## config.mk

```make
export PLATFORM = sky130hd
export DESIGN_NAME = jtopl_wrseq
export DESIGN_NICKNAME = d
export VERILOG_FILES = /design/src/rtl/jtopl_pkg.sv /design/src/rtl/jtopl_wrseq_fifo.sv /design/src/rtl/jtopl_wrseq.sv
export SDC_FILE = /design/constraint.sdc
export NUM_CORES = 1
export LEC_CHECK = 0
export BUFFER_PORTS_ARGS = -buffer_cell sky130_fd_sc_hd__buf_2
export CORE_ASPECT_RATIO = 1.5
export CORE_MARGIN = 1
export CORE_UTILIZATION = 59
export DETAILED_ROUTE_END_ITERATION = 8
export GPL_TIMING_DRIVEN = 0
export PLACE_DENSITY = 0.88
export REMOVE_ABC_BUFFERS = 1
export SLEW_MARGIN = 0
export SYNTH_ARGS = -nofsm -noshare
export SYNTH_HDL_FRONTEND = slang
export SYNTH_SLANG_ARGS = --single-unit
export TNS_END_PERCENT = 100
```

## constraint.sdc

```tcl
create_clock -name clk -period 2.8 [get_ports clk]
set_clock_uncertainty 0.05 [all_clocks]
set_input_delay 0.14 -clock clk [delete_from_list [all_inputs] [get_ports clk]]
set_output_delay 0.14 -clock clk [all_outputs]
set_load 0.05 [all_outputs]
```

## src/rtl/jtopl_pkg.sv

```systemverilog
// Shared types and timing constants for the OPL write sequencer.
// The FSM encoding, the queued entry layout and the chip settling
// times live here so the FIFO and the sequencer agree on them.
package jtopl_pkg;

   // Sequencer states: one strobe state per half of a pair, each
   // followed by its own settling wait.
   typedef enum logic [2:0] {
      ST_IDLE   = 3'd0,
      ST_ADDR   = 3'd1,
      ST_WAIT_A = 3'd2,
      ST_DATA   = 3'd3,
      ST_WAIT_D = 3'd4
   } wrseq_state_t;

   // Settling waits in cenop ticks. OPL and OPL2 share the same figures,
   // but they are kept separate so a different chip can diverge later.
   localparam int OPL_WAIT_ADDR  = 12;
   localparam int OPL_WAIT_DATA  = 84;
   localparam int OPL2_WAIT_ADDR = 12;
   localparam int OPL2_WAIT_DATA = 84;

   // One queued register write: register number first, value second.
   typedef struct packed {
      logic [7:0] regn;
      logic [7:0] val;
   } wrseq_entry_t;

   // Picks the address-write wait for the selected chip family.
   function automatic int default_wait_addr(input bit opl2);
      return opl2 ? OPL2_WAIT_ADDR : OPL_WAIT_ADDR;
   endfunction

   // Picks the data-write wait for the selected chip family.
   function automatic int default_wait_data(input bit opl2);
      return opl2 ? OPL2_WAIT_DATA : OPL_WAIT_DATA;
   endfunction

endpackage

```

## src/rtl/jtopl_wrseq_fifo.sv

```systemverilog
// Small synchronous FIFO of (register, value) pairs feeding the write
// sequencer. Flags are registered from the next-state count so they are
// glitch free; a push into a full FIFO is dropped and latched in ovf.
module jtopl_wrseq_fifo
   import jtopl_pkg::*;
#(
   parameter int DEPTH = 4
) (
   input  logic         clk,
   input  logic         rst,
   input  logic         push,
   input  wrseq_entry_t din,
   input  logic         pop,
   output wrseq_entry_t head,
   output logic         full,
   output logic         empty,
   output logic         ovf,
   output logic         empty_nxt
);

   localparam int AW   = $clog2(DEPTH);
   localparam int CNTW = AW + 1;

   wrseq_entry_t    mem [DEPTH];
   logic [AW-1:0]   wr_ptr;
   logic [AW-1:0]   rd_ptr;
   logic [CNTW-1:0] count;
   logic [CNTW-1:0] count_nxt;
   logic            push_ok;
   logic            pop_ok;

   // A full FIFO refuses the push even when a pop frees a slot in the
   // same clock, because full is the registered view of the count.
   assign push_ok = push && !full;
   assign pop_ok  = pop && !empty;
   assign head    = mem[rd_ptr];

   // Next occupancy: a simultaneous push and pop leaves it unchanged.
   always_comb begin
      count_nxt = count;
      case ({push_ok, pop_ok})
         2'b10:   count_nxt = count + CNTW'(1);
         2'b01:   count_nxt = count - CNTW'(1);
         default: count_nxt = count;
      endcase
      empty_nxt = (count_nxt == '0);
   end

   // Entry storage; contents need no reset since the flags guard reads.
   always_ff @(posedge clk) begin
      if (push_ok) begin
         mem[wr_ptr] <= din;
      end
   end

   // Pointers wrap naturally because DEPTH is a power of two.
   always_ff @(posedge clk) begin
      if (rst) begin
         wr_ptr <= '0;
         rd_ptr <= '0;
         count  <= '0;
         full   <= 1'b0;
         empty  <= 1'b1;
         ovf    <= 1'b0;
      end else begin
         if (push_ok) begin
            wr_ptr <= wr_ptr + AW'(1);
         end
         if (pop_ok) begin
            rd_ptr <= rd_ptr + AW'(1);
         end
         if (push && full) begin
            ovf <= 1'b1;
         end
         count <= count_nxt;
         full  <= (count_nxt == CNTW'(DEPTH));
         empty <= empty_nxt;
      end
   end

endmodule

```

## src/rtl/jtopl_wrseq.sv

```systemverilog
// Write sequencer between a host and the OPL register block. Queued pairs
// are replayed as an address write then a data write, each followed by the
// chip's settling time counted in cenop ticks, so the host never polls.
module jtopl_wrseq
   import jtopl_pkg::*;
#(
   parameter int DEPTH     = 4,
   parameter int WAIT_ADDR = default_wait_addr(1'b0),
   parameter int WAIT_DATA = default_wait_data(1'b0),
   parameter int CW        = 7
) (
   input  logic       clk,
   input  logic       rst,
   input  logic       cenop,
   input  logic       push,
   input  logic [7:0] push_reg,
   input  logic [7:0] push_val,
   output logic       full,
   output logic       empty,
   output logic       ovf,
   output logic       busy,
   output logic       wr,
   output logic       wr_addr,
   output logic [7:0] wr_din
);

   wrseq_state_t  state;
   logic [CW-1:0] cnt;
   wrseq_entry_t  push_entry;
   wrseq_entry_t  head;
   logic          pop;
   logic          fifo_empty_nxt;

   assign push_entry = {push_reg, push_val};

   // The head entry is retired during the data strobe, so the next pair
   // is already at the head when the data wait expires.
   assign pop = (state == ST_DATA);

   jtopl_wrseq_fifo #(
      .DEPTH     (DEPTH)
   ) u_fifo (
      .clk       (clk),
      .rst       (rst),
      .push      (push),
      .din       (push_entry),
      .pop       (pop),
      .head      (head),
      .full      (full),
      .empty     (empty),
      .ovf       (ovf),
      .empty_nxt (fifo_empty_nxt)
   );

   // Sequencer FSM. Strobe outputs are loaded together with the move into
   // ADDR or DATA so wr is high exactly while the FSM sits in those states.
   // busy is loaded with the value (next state != IDLE) | !next_empty so
   // it tracks the combined FSM/FIFO activity without a combinational path.
   always_ff @(posedge clk) begin
      if (rst) begin
         state   <= ST_IDLE;
         cnt     <= '0;
         wr      <= 1'b0;
         wr_addr <= 1'b0;
         wr_din  <= 8'h00;
         busy    <= 1'b0;
      end else begin
         wr   <= 1'b0;
         busy <= 1'b1;
         case (state)
            ST_IDLE: begin
               if (!empty) begin
                  state   <= ST_ADDR;
                  wr      <= 1'b1;
                  wr_addr <= 1'b0;
                  wr_din  <= head.regn;
               end else begin
                  busy <= !fifo_empty_nxt;
               end
            end
            ST_ADDR: begin
               cnt   <= CW'(WAIT_ADDR);
               state <= ST_WAIT_A;
            end
            ST_WAIT_A: begin
               if (cnt == '0) begin
                  state   <= ST_DATA;
                  wr      <= 1'b1;
                  wr_addr <= 1'b1;
                  wr_din  <= head.val;
               end else if (cenop) begin
                  cnt <= cnt - CW'(1);
               end
            end
            ST_DATA: begin
               cnt   <= CW'(WAIT_DATA);
               state <= ST_WAIT_D;
            end
            ST_WAIT_D: begin
               if (cnt == '0) begin
                  state <= ST_IDLE;
                  busy  <= !fifo_empty_nxt;
               end else if (cenop) begin
                  cnt <= cnt - CW'(1);
               end
            end
            default: begin
               state <= ST_IDLE;
            end
         endcase
      end
   end

endmodule

```

### After elaboration in Yosys (flattened, before gate mapping)

Memory sizes are Yosys's and may differ from the RTL's. A register that Yosys moved wholly into a read port is not among the register bits.
Cells that the tools add are included.
Widths: inputs -> output; s select.

| operators by class | value |
|---|---|
| add/subtract/negate cells | 5 |
| $mul | 0 |
| divide/modulo/power cells | 0 |
| magnitude comparators | 0 |
| equal/unequal tests | 12 |
| shift-type cells | 0 |
| muxes and demuxes | 24 |
| bitwise logic cells | 0 |
| reductions and logical operators | 15 |

Operators by type and width:

| cell | count |
|---|---|
| $pmux 7 s3 | 1 |
| $mux 8 | 2 |
| $pmux 8 s2 | 1 |
| $pmux 3 s5 | 1 |
| $mux 7 | 2 |
| $mux 3 | 3 |
| $reduce_and 3->1 | 3 |
| $mux 1 | 8 |
| $ne 2x2->1 const B | 4 |
| $logic_not 7->1 | 1 |
| $sub 7x1->7 const B | 1 |
| $eq 3x2->1 const B | 2 |
| $eq 3x3->1 const B | 2 |
| $logic_not 3->1 | 2 |
| $pmux 1 s2 | 3 |
| $pmux 3 s2 | 1 |
| $add 2x1->2 const B | 2 |
| $mux 2 | 2 |
| $add 3x1->3 const B | 1 |
| $eq 3x1->1 const B | 1 |
| $logic_and 1x1->1 | 3 |
| $logic_not 1->1 | 3 |
| $reduce_bool 3->1 | 1 |
| $sub 3x1->3 const B | 1 |
| 5 further kinds | 5 |

| word-level totals | value |
|---|---|
| register bits | 31 |
| bits in latches | 0 |
| bits in writable memories | 64 |
| memory bits (read-only) | 0 |
| bits of input ports | 20 |
| output and inout port bits | 14 |
| logic and storage cells | 69 |
| memories kept | 1 |

Memory list:

| memory | words | bits a word | read ports | clocked after memory_dff | write ports | RTL line | RTL |
|---|---|---|---|---|---|---|---|
| u_fifo.mem | 4 | 16 | 1 | 1 | 1 | jtopl_wrseq_fifo.sv:24 | `wrseq_entry_t mem [DEPTH];` |

### Logic depth before layout (Yosys ltp)

Gate-level depths: netlist (run 1).

| depth | value |
|---|---|
| depth after elaboration | 8 |
| depth in mapped cells | 10 |
| mapped depth without buffers | 9 |

### By module

Synthesis (run 1) repeated with hierarchy kept, for this count alone.

| unflattened totals | value |
|---|---|
| cells, all modules | 272 |
| area, all modules | 4149.0 sq um |

Modules (own cells, without submodules):

| module | instances | cells each | area each (sq um) |
|---|---|---|---|
| jtopl_wrseq_fifo | 1 | 141 | 2907.8 |
| jtopl_wrseq | 1 | 131 | 1241.2 |

### Least setup slack after synthesis (run 1)

No wires, ideal clock.

| path | value |
|---|---|
| kind | reg-to-reg |
| start point | reg state[1] |
| end point | reg busy |
| setup time | 142 ps |
| arrival time | 2247 ps |
| setup slack | 361 ps |
| cell stages (with the launch flop) | 11 |
| clock period less this slack | 2439 ps |
| cells stage by stage | dfxtp_1 -> clkbuf_1 -> clkbuf_1 -> and4bb_2 -> ha_1 -> inv_1 -> fa_1 -> xor2_1 -> nor2_1 -> xnor2_1 -> a41oi_1 |

| between the ends | value |
|---|---|
| cells in the longest elaborated chain, start to end | 8 |
| elaborated cells on any way between the ends | 12 |

Ends and longest elaborated chain:

| item | RTL line | RTL |
|---|---|---|
| from (decl) | jtopl_wrseq.sv:27 | `wrseq_state_t state;` |
| from (signal assigned) | jtopl_wrseq.sv:61 | `state <= ST_IDLE;` |
| from (signal assigned) | jtopl_wrseq.sv:73 | `state <= ST_ADDR;` |
| from (signal assigned) | jtopl_wrseq.sv:83 | `state <= ST_WAIT_A;` |
| $eq 3x2->1 | jtopl_wrseq.sv:38 | `assign pop = (state == ST_DATA);` |
| $logic_and 1x1->1 | jtopl_wrseq_fifo.sv:35 | `assign pop_ok = pop && !empty;` |
| $eq 2x1->1 / $eq 2x2->1 (equally long branches) | jtopl_wrseq_fifo.sv:41 | `case ({push_ok, pop_ok})` |
| $pmux 3 s2 | jtopl_wrseq_fifo.sv:41 |  |
| $logic_not 3->1 | jtopl_wrseq_fifo.sv:46 | `empty_nxt = (count_nxt == '0);` |
| $logic_not 1->1 | jtopl_wrseq.sv:78, jtopl_wrseq.sv:102 |  |
| $mux 1 (on tied branches) | jtopl_wrseq.sv:100, jtopl_wrseq.sv:72 |  |
| $pmux 1 s2 * | jtopl_wrseq.sv:70 | `case (state)` |
| to (signal assigned) | jtopl_wrseq.sv:78 | `busy <= !fifo_empty_nxt;` |
| to (signal assigned) | jtopl_wrseq.sv:102 | `busy <= !fifo_empty_nxt;` |
| to (decl) | jtopl_wrseq.sv:21 | `output logic busy,` |

Every way passes the cells marked *; elsewhere a longest branch is shown, timed or not.
A chain may end at the register's enable or synchronous reset.

### Worst setup path after layout (run 1)

Ends and elaborated chain as after synthesis.

==> impl_results.md, run 1 <==
- Htree depth: 3
- Final worst slack: 240 ps
- Adder-cell share of the synthesized area: 2.37%
- Gr usage total: 22.8%
- Period utilization: 91.4%
- Synth top area share: 47.9%
- Mean Syn Cell Area: 14.8 µm²
- First-pass GRT wire length: 11900 µm
- Clock sinks: 97
- DP Worst Slack: 200 ps
- Initial antenna violation count: 0
- Worst Path Required: 2970 ps
- Core area: 0.00653 mm²
- Largest net degree at the start of global routing: 27
- Yosys warnings: 0
- Pwr dens: 740 mW/mm²
- Chip Width: 69.3 µm
- Post-synthesis xor/xnor area fraction: 1.75%
- Multiplexer area fraction after synthesis: 11.8%
- Via count: 2389
- Ratio of cells with drive above 1 in the final layout: 23.4%
- FMAX: 391 MHz
- Gr busiest metal: met2
- Most frequent cells in the layout: edfxtp_1, buf_2, dfxtp_1
- I/O Pins: 34
- Worst slew margin: 27.0%
- Post-CTS Setup Inserts: 0
- Synthesized cell area: 0.00401 mm²
- Clock buffer count from CTS: 9
- Crit path from: state[1]
- Most common cell after layout, fill and taps aside: edfxtp_1
- Vias per cell: 6.03
- Final WL: 7620 µm
- Reg clk slew, reported paths: 100 ps
- Async set-or-reset flop fraction in the synthesized netlist: 0%
- Status: finished, final reports clean
- Worst setup EP type: register
- Reg-to-reg endpoint: busy
- Crit path arrival time: 2730 ps
- Drt pass-1 iters: 4
- # Max-Cap Violations: 0
- Post-synthesis cell type count: 53
- Critical Path Source Type: register
- Max-slew violations: 0
- Sequential share of the synthesized area: 64.3%
- Hold crit path type: primary input to register
- Detailed Place HPWL: 4430 µm
- Actual slew at the worst max-slew pin: 1090 ps
- Initial core utilization: 61.5%
- Met2 Use GR: 41.3%
- IO buf count: 33
- Crit path capture: busy
- CTS Buffer Depth: 2
- Yosys top cell by area: edfxtp_1
- Worst Hold Depth: 3
- WL per Instance: 19.2 µm
- Remaining DRCs: 0
- Count of final hold-check violations: 0
- GR Overflow Total: 0
- Reg2reg setup slack: 240 ps
- Setup TNS: 0 ps
- Dominant synthesized flop cell: edfxtp_1
- FF-to-FF Start: state[1]
- GPL Wtd Cong: 0.834
- Row count: 36
- Largest family of logic cells by synthesized area: multiplexers
- Post-synth EDFFs: 64
- Min Tclk post-route: 2560 ps
- Met3 global-route usage: 4.89%
- Critical path fanouts, max: 16
- Simple-Gate Fraction of Synth Area: 9.23%
- Worst Reg-to-Reg Cells: 8
- Maximum vdd drop: 0.543 mV
- Chip height: 103 µm
- Mapped Cells: 272
- Root Driver: clkbuf_8
- Synth area leaders: edfxtp_1, dfxtp_1, mux4_2
- Fillers: 416
- Crit path kind: register to register
- Vias in the first global route: 2412
- Leakage power: 1.61 nW
- DRT iter0 DRCs: 232
- TritonCTS clock tree: built
- Synth Register Bits: 97
- Met1 GRT Util: 25.5%
- Area growth, synth to finish: 14.4%
- RSZ-0062 raised after global routing: false
- Ant. Diodes: 0
- Layout Nets: 342
- Final setup viols: 0
- Antenna Violating Nets Remaining: 0
- Synth Area in Compound Gates: 7.54%
- Latest clock arrival within the worst-skew pair: 360 ps
- Die area: 0.00714 mm²
## cell families (layout without fill, tap and decap cells)
family          after synthesis  after routing
fa+ha+maj                     7              7
mux                          27             27
simple gates                 63             63
buf+inv                      30             78
flops                        97             97
xor+xnor                      8              8
compound gates               40             40
## registers in the layout (all words and copies together) (netlist names), 2 cells and up, named ones only
| register | flops |
|---|---|
| wr_din | 8 |
| cnt | 7 |
| u_fifo.rd_ptr | 2 |
| u_fifo.wr_ptr | 2 |
| state | 3 |
| u_fifo.count | 3 |
| u_fifo.mem | 64 |
## cell usage after synthesis (2+ instances only)
master     instances
a21oi_1            7
nand2_1            7
mux2_2             2
nor2_1            20
ha_1               6
clkbuf_1          12
a31oi_1            5
nand3_1            2
buf_2              3
buf_1              2
o2bb2ai_1          8
nand2b_1           5
o21ai_0            2
nor2b_1            2
xor2_1             4
dfxtp_1           33
edfxtp_1          64
or4_1              5
inv_1             12
and2_1             5
mux4_2            16
nor3b_1            3
xnor2_1            4
o311ai_0           3
nor3_1             4
mux2i_1            9
## layout make-up
type / instances / area, µm² / share of cell area [%]
clock buffers: 9 / 124 / 2.70
clock inverters: 7 / 97.6 / 2.13
inverters: 12 / 45.0 / 0.981
multi-input cells: 145 / 1310 / 28.6
flip-flops and latches: 97 / 2580 / 56.3
well taps: 76 / 95.1 / 2.07
repair buffers: 50 / 335 / 7.30
## report_power, final
part | internal (W) | leakage, nW | switching [W]
logic | 0.000254 | 0.646 | 0.000398
clock network | 0.000510 | 0.108 | 0.000493
registers | 0.00164 | 0.858 | 0.000105
## repair_timing
item	in CTS	in global routing
endpoints found under the setup margin	0	1
hold buffers	17	0
gates resized for setup	0	1
endpoints found under the hold margin	65	0
## worst min path at each step
stage | from | slack [ps] | to
floorplan | rst | 160 | cnt[0]
global placement | push_reg[0] | 300 | u_fifo.mem[1][8]
detailed placement | push_val[0] | 310 | u_fifo.mem[1][0]
CTS | cenop | 110 | cnt[3]
global route | cenop | 140 | cnt[3]
finish | cenop | 130 | cnt[3]
## worst max-delay path, cell delays in order, from the launching register on
cell and delay, ps:
dfxtp_1 670, and4bb_2 370, ha_1 190, inv_1 60, fa_1 400, xor2_1 140, nor2_1 60, xnor2_1 310
a41oi_1 180
## through the flow
stage	hold slack [ps]	area [µm²]	util, %	instances	total power [W]
after floorplan	159	3940	-	254	0.00222
after global placement	299	4200	64.3	363	0.00237
after detailed placement	308	4200	64.3	363	0.00239
after CTS	112	4590	70.3	396	0.00340
after global routing	143	4590	70.3	396	0.00352
final	132	4590	70.3	396	0.00340
## routing by layer
layer  up-vias  share of wire, %
met5         -                 0
met4         0               1.1
met3         6               4.8
met2        85                55
met1      1173                39
li1       1125                 -
(Power assumes the default switching activity.)
==> inputs of run 2 (changes only) <==
--- a/config.mk
+++ b/config.mk
@@ -8,10 +8,10 @@
 export BUFFER_PORTS_ARGS = -buffer_cell sky130_fd_sc_hd__buf_2
 export CORE_ASPECT_RATIO = 1.5
 export CORE_MARGIN = 1
-export CORE_UTILIZATION = 59
+export CORE_UTILIZATION = 50
 export DETAILED_ROUTE_END_ITERATION = 8
 export GPL_TIMING_DRIVEN = 0
-export PLACE_DENSITY = 0.88
+export PLACE_DENSITY = 0.78
 export REMOVE_ABC_BUFFERS = 1
 export SLEW_MARGIN = 0
 export SYNTH_ARGS = -nofsm -noshare
==> run 2 against run 1 <==
Sequential share of layout area decreased by 1.7 points. Power up 9.3%. Sequential power is essentially flat. Maximum frequency rose by 1.7%. Clock power increased by 33%. Via count shrank 1.6%. Global-route usage down 4.0 points. Flip-flop and latch count stayed put.
==> impl_results.md, run 2 (synthesized netlist as in run 1, its figures left out) <==
- Ratio of cells with drive above 1 in the final layout: 23.8%
- Hold crit path type: primary input to register
- Crit path arrival time: 2670 ps
- Most common cell after layout, fill and taps aside: edfxtp_1
- Area growth, synth to finish: 17.9%
- Drt pass-1 iters: 4
- Worst Path Required: 2950 ps
- Largest net degree at the start of global routing: 27
- Worst Hold Depth: 3
- Antenna Violating Nets Remaining: 0
- IO buf count: 33
- Met3 wire len: 276 µm
- Leakage power: 1.66 nW
- CTS Buffer Depth: 2
- # Max-Cap Violations: 0
- Latest clock arrival within the worst-skew pair: 340 ps
- Final WL: 7180 µm
- Crit path from: state[1]
- Reg with most FFs: u_fifo.mem
- Clock buffer count from CTS: 9
- Chip Width: 75.2 µm
- DP Worst Slack: 194 ps
- Chip height: 112 µm
- Actual slew at the worst max-slew pin: 1070 ps
- Pwr dens: 784 mW/mm²
- Final setup viols: 0
- Crit path kind: register to register
- Initial antenna violation count: 0
- Comb power frac: 17.4%
- DRT met1 WL: 2940 µm
- Core area: 0.00771 mm²
- Final worst slack: 282 ps
- Reg clk slew, reported paths: 70 ps
- First-pass GRT wire length: 11400 µm
- Gr usage total: 18.8%
- Worst Reg-to-Reg Cells: 8
- Max reg flops: 64
- Min Tclk post-route: 2520 ps
- Top layer in use: met4
- Vias in the first global route: 2327
- Vias per cell: 5.57
- Max-slew violations: 0
- WL met2: 3870 µm
- Largest registers: u_fifo.mem x64, wr_din x8, cnt x7
- Most frequent cells in the layout: edfxtp_1, buf_2, dfxtp_1
- Worst setup EP type: register
- Critical path fanouts, max: 16
- Setup TNS: 0 ps
- Post-CTS Setup Inserts: 0
- WL per Instance: 17.0 µm
- Design Power: 0.00371 W
- Detailed Place HPWL: 4340 µm
- FMAX: 397 MHz
- Layout Nets: 342
- Die area: 0.00840 mm²
- Via count: 2351
- Status: finished, final reports clean
- Period utilization: 89.9%
- Switch share: 27.7%
- Cell Int Power: 0.00268 W
- Worst slew margin: 28.9%
- FF-to-FF Start: state[1]
- Startpoint of the worst hold path: cenop
- Reg power frac: 46.9%
- Row count: 39
- Root Driver: clkbuf_16
- Ant. Diodes: 0
- Clk pwr share: 35.7%
- GR Overflow Total: 0
- Clock sinks: 97
- Critical Path Source Type: register
- Initial core utilization: 52.1%
- Switching pwr: 0.00103 W
- GPL Wtd Cong: 0.881
- RSZ-0062 raised after global routing: false
- Maximum vdd drop: 0.571 mV
- I/O Pins: 34
- Htree depth: 3
- Count of final hold-check violations: 0
- Remaining DRCs: 0
- DRT iter0 DRCs: 141
- TritonCTS clock tree: built
[run 2: cell types whose count changed in the layout (fill, tap and decap cells not counted)]
cell / change
clkbuf_16: +9
clkinvlp_4: +1
clkbuf_8: -9
clkinv_1: -1
clkinv_4: +2
inv_6: -3
inv_8: +1
[run 2: layer usage]
| layer | track usage [%] | up-vias |
|---|---|---|
| met5 | 0 | - |
| met4 | 6.54 | 0 |
| met3 | 4.80 | 9 |
| met2 | 32.0 | 61 |
| met1 | 22.7 | 1150 |
| li1 | - | 1131 |
[run 2: through the flow]
stage	std cells	utilization, %	hold WS (ps)	instance area (µm²)
global route	422	61.4	178	4730
detailed placement	389	54.9	307	4230
CTS	422	61.4	173	4730
floorplan	254	-	159	3940
finish	422	61.4	181	4730
global placement	389	54.9	299	4230
[run 2: final timing paths]
path	endpoint	slack [ps]
min reg2reg	wr_din[3]	420
max reg2reg	busy	280
max	busy	280
min	cnt[3]	180
[run 2: timing repair]
item,4_1_cts,5_1_grt
endpoints found under the hold margin,65,0
hold buffers,17,0
endpoints found under the setup margin,0,1
resized for setup,0,1
[run 2: final cells by class]
cell class	instances	area (µm²)
fill	620	2980
timing repair buffer	50	335
sequential	97	2580
multi-input combinational	145	1310
inverter	12	45.0
tap	102	128
clock inverter	7	104
clock buffer	9	225
[run 2: critical path, stage by stage (launching register included)]
cell and delay, ps:
dfxtp_1 630, and4bb_2 370, ha_1 190, inv_1 60
fa_1 390, xor2_1 140, nor2_1 70, xnor2_1 310
a41oi_1 170
[run 2: power groups by stage]
| stage | clock, W | combinational (W) | sequential (W) |
|---|---|---|---|
| floorplan | 0 | 0.000365 | 0.00185 |
| global placement | 0 | 0.000609 | 0.00176 |
| detailed placement | 0 | 0.000625 | 0.00177 |
| CTS | 0.00133 | 0.000648 | 0.00174 |
| global route | 0.00140 | 0.000707 | 0.00176 |
| finish | 0.00133 | 0.000645 | 0.00174 |
